**config.mk**
```make
export PLATFORM = sky130hd
export DESIGN_NAME = data_mem_arbiter
export DESIGN_NICKNAME = d
export VERILOG_FILES = /design/src/rtl/data_mem_arbiter.sv
export SDC_FILE = /design/constraint.sdc
export NUM_CORES = 1
export LEC_CHECK = 0
export CELL_PAD_IN_SITES_DETAIL_PLACEMENT = 2
export CELL_PAD_IN_SITES_GLOBAL_PLACEMENT = 2
export CORE_MARGIN = 1
export CORE_UTILIZATION = 23
export DETAILED_ROUTE_END_ITERATION = 6
export GPL_ROUTABILITY_DRIVEN = 1
export PLACE_DENSITY_LB_ADDON = 0.1
export SLEW_MARGIN = 10
export SYNTH_ARGS = -nofsm -noshare
export SYNTH_HDL_FRONTEND = slang
export SYNTH_SLANG_ARGS = --single-unit
```
**constraint.sdc**
```tcl
create_clock -name clk -period 1.7 [get_ports clk]
set_input_delay 0.17 -clock clk [delete_from_list [all_inputs] [get_ports clk]]
set_output_delay 0.17 -clock clk [all_outputs]
set_load 0.01 [all_outputs]
```
**src/rtl/data_mem_arbiter.sv**
```systemverilog
// Two-requester arbiter for the single-port 1024x18 data memory (A = CPU, B = DMA/loader).
// Optional ARB_ROUND_ROBIN_EN: IDLE ties alternate; otherwise A always wins a tie.
module data_mem_arbiter #(
  parameter int ADDR_W = 10,
  parameter int DATA_W = 18
) (
  input  logic              clk,
  input  logic              rst,
  input  logic              a_req,
  input  logic              a_we,
  input  logic [ADDR_W-1:0] a_addr,
  input  logic [DATA_W-1:0] a_wdata,
  output logic              a_ack,
  input  logic              b_req,
  input  logic              b_we,
  input  logic [ADDR_W-1:0] b_addr,
  input  logic [DATA_W-1:0] b_wdata,
  output logic              b_ack,
  output logic [DATA_W-1:0] rdata,
  output logic              busy,
  output logic              mem_write_en,
  output logic              mem_read_en,
  output logic [ADDR_W-1:0] mem_address,
  output logic [DATA_W-1:0] mem_in_data,
  input  logic [DATA_W-1:0] mem_out_data,
  output logic [1:0]        dbg_state,
  output logic              dbg_last_grant
);

  typedef enum logic [1:0] {
    S_IDLE   = 2'd0,
    S_ACCESS = 2'd1,
    S_RESP   = 2'd2
  } state_t;

  // Handshake: a requester holds req and a stable command until its one-cycle
  // ack; the owner's req seen during RESP is stale and never re-grants it.
  state_t              r_state;
  state_t              w_next_state;
  logic [ADDR_W-1:0]   r_cmd_addr;
  logic [DATA_W-1:0]   r_cmd_wdata;
  logic                r_cmd_we;
  logic                r_cmd_owner;   // 0 = A, 1 = B
  logic                r_last_grant;  // 0 = A, 1 = B
  logic [DATA_W-1:0]   r_rdata;

  logic                w_load;
  logic                w_sel_b;
  logic                w_tie_b;
  logic                w_sel_we;
  logic [ADDR_W-1:0]   w_sel_addr;
  logic [DATA_W-1:0]   w_sel_wdata;

`ifdef ARB_ROUND_ROBIN_EN
  assign w_tie_b = ~r_last_grant;
`else
  assign w_tie_b = 1'b0;
`endif

  always_comb begin
    w_next_state = r_state;
    w_load       = 1'b0;
    w_sel_b      = 1'b0;
    case (r_state)
      S_IDLE: begin
        if (a_req || b_req) begin
          w_load       = 1'b1;
          w_next_state = S_ACCESS;
          w_sel_b      = (a_req && b_req) ? w_tie_b : b_req;
        end
      end
      S_ACCESS: begin
        w_next_state = S_RESP;
      end
      S_RESP: begin
        w_next_state = S_IDLE;
        if (!r_cmd_owner && b_req) begin
          w_load       = 1'b1;
          w_sel_b      = 1'b1;
          w_next_state = S_ACCESS;
        end else if (r_cmd_owner && a_req) begin
          w_load       = 1'b1;
          w_sel_b      = 1'b0;
          w_next_state = S_ACCESS;
        end
      end
      default: begin
        w_next_state = S_IDLE;
      end
    endcase
  end

  assign w_sel_we    = w_sel_b ? b_we    : a_we;
  assign w_sel_addr  = w_sel_b ? b_addr  : a_addr;
  assign w_sel_wdata = w_sel_b ? b_wdata : a_wdata;

  always_ff @(posedge clk or posedge rst) begin
    if (rst) begin
      r_state      <= S_IDLE;
      r_cmd_addr   <= '0;
      r_cmd_wdata  <= '0;
      r_cmd_we     <= 1'b0;
      r_cmd_owner  <= 1'b0;
      r_last_grant <= 1'b1;
      r_rdata      <= '0;
    end else begin
      r_state <= w_next_state;
      if (w_load) begin
        r_cmd_addr   <= w_sel_addr;
        r_cmd_wdata  <= w_sel_wdata;
        r_cmd_we     <= w_sel_we;
        r_cmd_owner  <= w_sel_b;
        r_last_grant <= w_sel_b;
      end
      // Read data is captured on the edge that ends ACCESS; writes leave it alone.
      if (r_state == S_ACCESS && !r_cmd_we) begin
        r_rdata <= mem_out_data;
      end
    end
  end

  // Enables decode from state only, so an async reset drops them immediately.
  assign mem_write_en   = (r_state == S_ACCESS) &&  r_cmd_we;
  assign mem_read_en    = (r_state == S_ACCESS) && !r_cmd_we;
  assign mem_address    = r_cmd_addr;
  assign mem_in_data    = r_cmd_wdata;
  assign a_ack          = (r_state == S_RESP) && !r_cmd_owner;
  assign b_ack          = (r_state == S_RESP) &&  r_cmd_owner;
  assign busy           = (r_state != S_IDLE);
  assign rdata          = r_rdata;
  assign dbg_state      = r_state;
  assign dbg_last_grant = r_last_grant;

endmodule
```
== Yosys cells after proc, flatten, opt, wreduce, memory -nomap -nowiden ==
Cells that the tools add are included.

* Register bits after elaboration: 51
* Latch bits: 0
* RAM bits: 0
* Bits in read-only memories: 0
* Bits of input ports: 80
* Output and inout port bits: 54
* Word-level logic and storage cells: 37
* Memories: 0

* Add/subtract/negate cells: 0
* Multiply operators: 0
* Div/mod/pow operators: 0
* Order comparisons: 0
* Equality and inequality tests: 3
* Shifts and indexed selects: 0
* Muxes and demuxes: 15
* Bitwise logic cells: 0
* Reduce and logical (&&, ||, !) cells: 12

{| class="wikitable"
|+ Operators by type and width
! kind !! count
|-
| $mux 18 || 1
|-
| $mux 10 || 1
|-
| $mux 1 || 9
|-
| $logic_and 1x1->1 || 7
|-
| $pmux 2 s3 || 1
|-
| $pmux 1 s2 || 2
|-
| $eq 2x1->1 const B || 1
|-
| $eq 2x2->1 const B || 1
|-
| $logic_not 1->1 || 2
|-
| $logic_not 2->1 || 1
|-
| $mux 2 || 1
|-
| $ne 2x2->1 const B || 1
|-
| $reduce_bool 2->1 || 1
|-
| $logic_or 1x1->1 || 1
|}

== Logic depth before layout (Yosys ltp) ==
* Depth after elaboration: 5
* Gate-level depth with buffers: 5
* Gate-level depth less buffers: 4

== Worst setup path before layout ==
OpenSTA, ideal clock, no wires.

* Path type: register to register
* Start: reg r_state[0], in the netlist dbg_state[0]
* End: reg r_rdata[0], in the netlist rdata[0]
* Setup time: 0.127 ns
* Arrival: 1.409 ns
* Data required time: 1.573 ns
* Setup slack: 0.164 ns
* Cell stages (with the launch flop): 6
* Path buffers: 2
* Clock period less this slack: 1.536 ns
* Cells stage by stage: dfrtp_1 nor2b_4 nor2b_4 buf_6 buf_6 mux2_1

* Cells in the longest elaborated chain, start to end: 2

{| class="wikitable"
|+ RTL lines
! item !! line !! source
|-
| start, declared || 38 || <nowiki>state_t r_state;</nowiki>
|-
| start signal, assigned || 107 || <nowiki>r_state <= w_next_state;</nowiki>
|-
| $eq 2x1->1 || - ||
|-
| $logic_and 1x1->1 || - ||
|-
| net mem_read_en || 22 || <nowiki>output logic mem_read_en,</nowiki>
|-
| end signal, assigned || 117 || <nowiki>r_rdata <= mem_out_data;</nowiki>
|-
| end, declared || 45 || <nowiki>logic [DATA_W-1:0] r_rdata;</nowiki>
|}

The timed path passes the listed nets, and every way through them passes these cells.
A chain may end at the register's enable or synchronous reset.

== Worst setup path in the final report ==
* Start: reg r_state[1], in the netlist dbg_state[1]
* End: reg r_cmd_addr[3], in the netlist mem_address[3]

* Cells in the longest elaborated chain, start to end: 3
* Elaborated cells between the ends (all ways): 5
* Classes of those cells: eq/ne: 1; mux: 3; reduce/logical: 1

{| class="wikitable"
|+ RTL lines
! item !! line !! source
|-
| $eq 2x2->1 / $logic_not 2->1 (equally long branches) || 64 || <nowiki>case (r_state)</nowiki>
|-
| $pmux 1 s2 || 64 ||
|-
| $mux 10 || 94 || <nowiki>assign w_sel_addr = w_sel_b ? b_addr : a_addr;</nowiki>
|-
| end signal, assigned || 109 || <nowiki>r_cmd_addr <= w_sel_addr;</nowiki>
|-
| end, declared || 40 || <nowiki>logic [ADDR_W-1:0] r_cmd_addr;</nowiki>
|}

Several ways; a longest one is shown, not always the timed one.

==> reports/qor.yml <==
global_route:
  gr-total-overflow: 0
  grt_pass1_vias: 2123
  grt.total_usage_pct: 12.77
  grt_max_degree: 44
  antenna_found_initial: 0
  grt_pass1_wl_um: 11130
yosys:
  synth-seq-area-share_pct: 53.54
  ys_ff_latch: 51
  yosysTopAreaCell: "dfrtp_1"
  synth_nets: 263
  syn_area_per_cell_um2: 13.04
  yosys_warnings: 0
  synth.top_cell.area_share_pct: 52.44
  netlist_instances: 183
  syn-cell-area_mm2: 0.002386
  ys_types: 18
  synth_area_leaders: "dfrtp_1 (52%), mux2i_1 (13%), a21oi_2 (10%), nor2_1 (4.7%), buf_6 (4.2%)"
route:
  drtPass1Iterations: 2
  dr_total_vias: 1906
  drt_iter0_drc: 35
  ant_nets: 0
  routed.top_layer: "met4"
  drcViolationCount: 0
  wl_per_cell_um: 14.30
  wl_met1_um: 2721
  via_per_inst: 4.171
  wl_met2_um: 3376
  met3_length_um: 415
  drt-total-wl_um: 6537
cells_and_area:
  final_cell_mix: "clkdlybuf4s50_1 (128), dfrtp_1 (49), nor2_1 (30)"
  area_growth_pct: 69.01
  fillCellCount: 1063
  drive_gt1_share_pct: 20.37
  final_net_count: 403
  antenna_cells: 0
  final_common_cell: "clkdlybuf4s50_1"
cts:
  clockBufferDepth: 2
  htreeDepth: 2
  clk_pin_slew_worst_paths_ns: 0.10
  clock-sinks: 51
  cts_buffers: 5
  cts_hold_buf: 0
  clk_latency_ns: 0.29
  tritoncts: "yes"
  cts_root_buf: "clkbuf_8"
worst_setup_path:
  path_max_fanout: 16
  worstSetupStartpoint: "dbg_state[1]"
  r2r-start: "dbg_state[1]"
  worst-setup-path-type: "reg -> reg"
  worstPathRequired_ns: 1.87
  end_kind: "flip-flop"
  arrival_ns: 1.78
  cp-start-kind: "flip-flop"
sta:
  hold_viol_final: 0
  rsz0062_at_grt: "false"
  final_max_slew_viol_count: 0
  maxSlewHeadroom_pct: 69.86
  fin_hold_ws_ns: 0.1971
  clock.fmax_mhz: 621.1
  post-route-period-util_pct: 94.70
  fin_skew_ns: 0.009072
  tightest_slew_ns: 0.4515
  setup_viol: 0
  final.min_clock_period_ns: 1.610
power_and_ir_drop:
  leakage_uw: 0.001747
  p_per_area_mw_per_mm2: 1627
  total_power_uw: 6561
  ir_drop_mv: 0.6313
place:
  gp_congestion: 0.6957
  dp_hpwl_um: 5146
  portBuffers: 133
floorplanning:
  num_io_pins: 134
  fp.dieH_um: 103.9
  rows: 36
  start_util_pct: 24.08
  die_area_mm2: 0.01079
  core-area_mm2: 0.009910
  die_w_um: 103.9
hold_path:
  holdCritPathClass: "in -> async"
run_status:
  status: "complete, no violations"
job:
  drv_cap: 0
==> per-layer routing <==
| layer | vias to the layer above | GRT usage (%) |
|---|---|---|
| li1 | 902 | - |
| met1 | 935 | 15.08 |
| met2 | 67 | 22.71 |
| met3 | 2 | 4.198 |
| met4 | 0 | 2.143 |
| met5 | - | 0 |
==> Yosys cell counts <==
cell type	number
dfrtp_1	50
mux2i_1	31
nor2_1	30
a21oi_2	28
buf_6	9
mux2_1	9
mux2_2	9
inv_1	3
buf_4	2
nor2b_4	2
nor3b_1	2
o21ai_0	2
a211oi_4	1
a21oi_1	1
and2_1	1
dfstp_2	1
nand3b_4	1
or2_2	1
==> layout make-up <==
| type | count | area, um^2 | area share (%) |
|---|---|---|---|
| timing repair buffer | 144 | 1470 | 36.46 |
| sequential | 51 | 1279 | 31.71 |
| multi-input combinational | 118 | 988.4 | 24.51 |
| tap | 133 | 166.4 | 4.127 |
| clock buffer | 6 | 82.58 | 2.048 |
| clock inverter | 2 | 35.03 | 0.8688 |
| inverter | 3 | 11.26 | 0.2792 |
==> worst max-delay path: stages (launching register included) <==
cell	delay, ns
dfrtp_2	0.46
buf_4	0.16
mux2i_2	0.23
nand3b_4	0.14
buf_12	0.18
mux2i_1	0.21
a21oi_1	0.10
==> repair_timing <==
item,4_1_cts,5_1_grt
hold endpoints to repair,0,0
setup buffers,2,0
endpoints found under the setup margin,5,14
gates resized for setup,6,2
==> power breakdown <==
group          internal [uW]  total, uW  switching, uW  leakage (uW)
registers               1830       2170            340      0.000580
logic                   2010       3520           1510       0.00111
clock network            477        873            396     0.0000612
total                   4310       6560           2250       0.00175
==> stage by stage <==
step                      utilization, %  TNS (ns)  instance area (um^2)  worst slack (ns)  cells
after floorplan                        -         0                  2386            0.1637    183
after global routing               40.69         0                  4033          0.001715    457
final                              40.69         0                  4033           0.09004    457
after global placement             39.33   -0.3024                  3897          -0.02542    447
after detailed placement           39.33    -1.790                  3897          -0.09114    447
after CTS                          40.62         0                  4025           0.04083    457
==> kinds of logic after synthesis <==
| logic type | synth area share, % |
|---|---|
| flops | 53.54 |
| mux | 21.50 |
| simple gates | 7.866 |
| compound gates | 11.75 |
| buf+inv | 5.349 |
==> sequential cells by signal (all words and copies together) (netlist names) <==
signal	count
dbg_state	2
dbg_last_grant	1
r_cmd_we	1
mem_address	10
rdata	18
r_cmd_owner	1
mem_in_data	18
==> final timing paths <==
check | to | slack (ns) | cells past startpoint
worst max-delay path | mem_address[3] | 0.09 | 6
worst min register to register | rdata[8] | 0.50 | 1
max in group asynchronous | mem_in_data[13] | 1.03 | 3
worst min-delay path | rdata[8] | 0.20 | 2
worst max register to register | mem_address[3] | 0.09 | 6
min in group clk | rdata[5] | 0.48 | 2
Power figures use the tool's default switching activity.
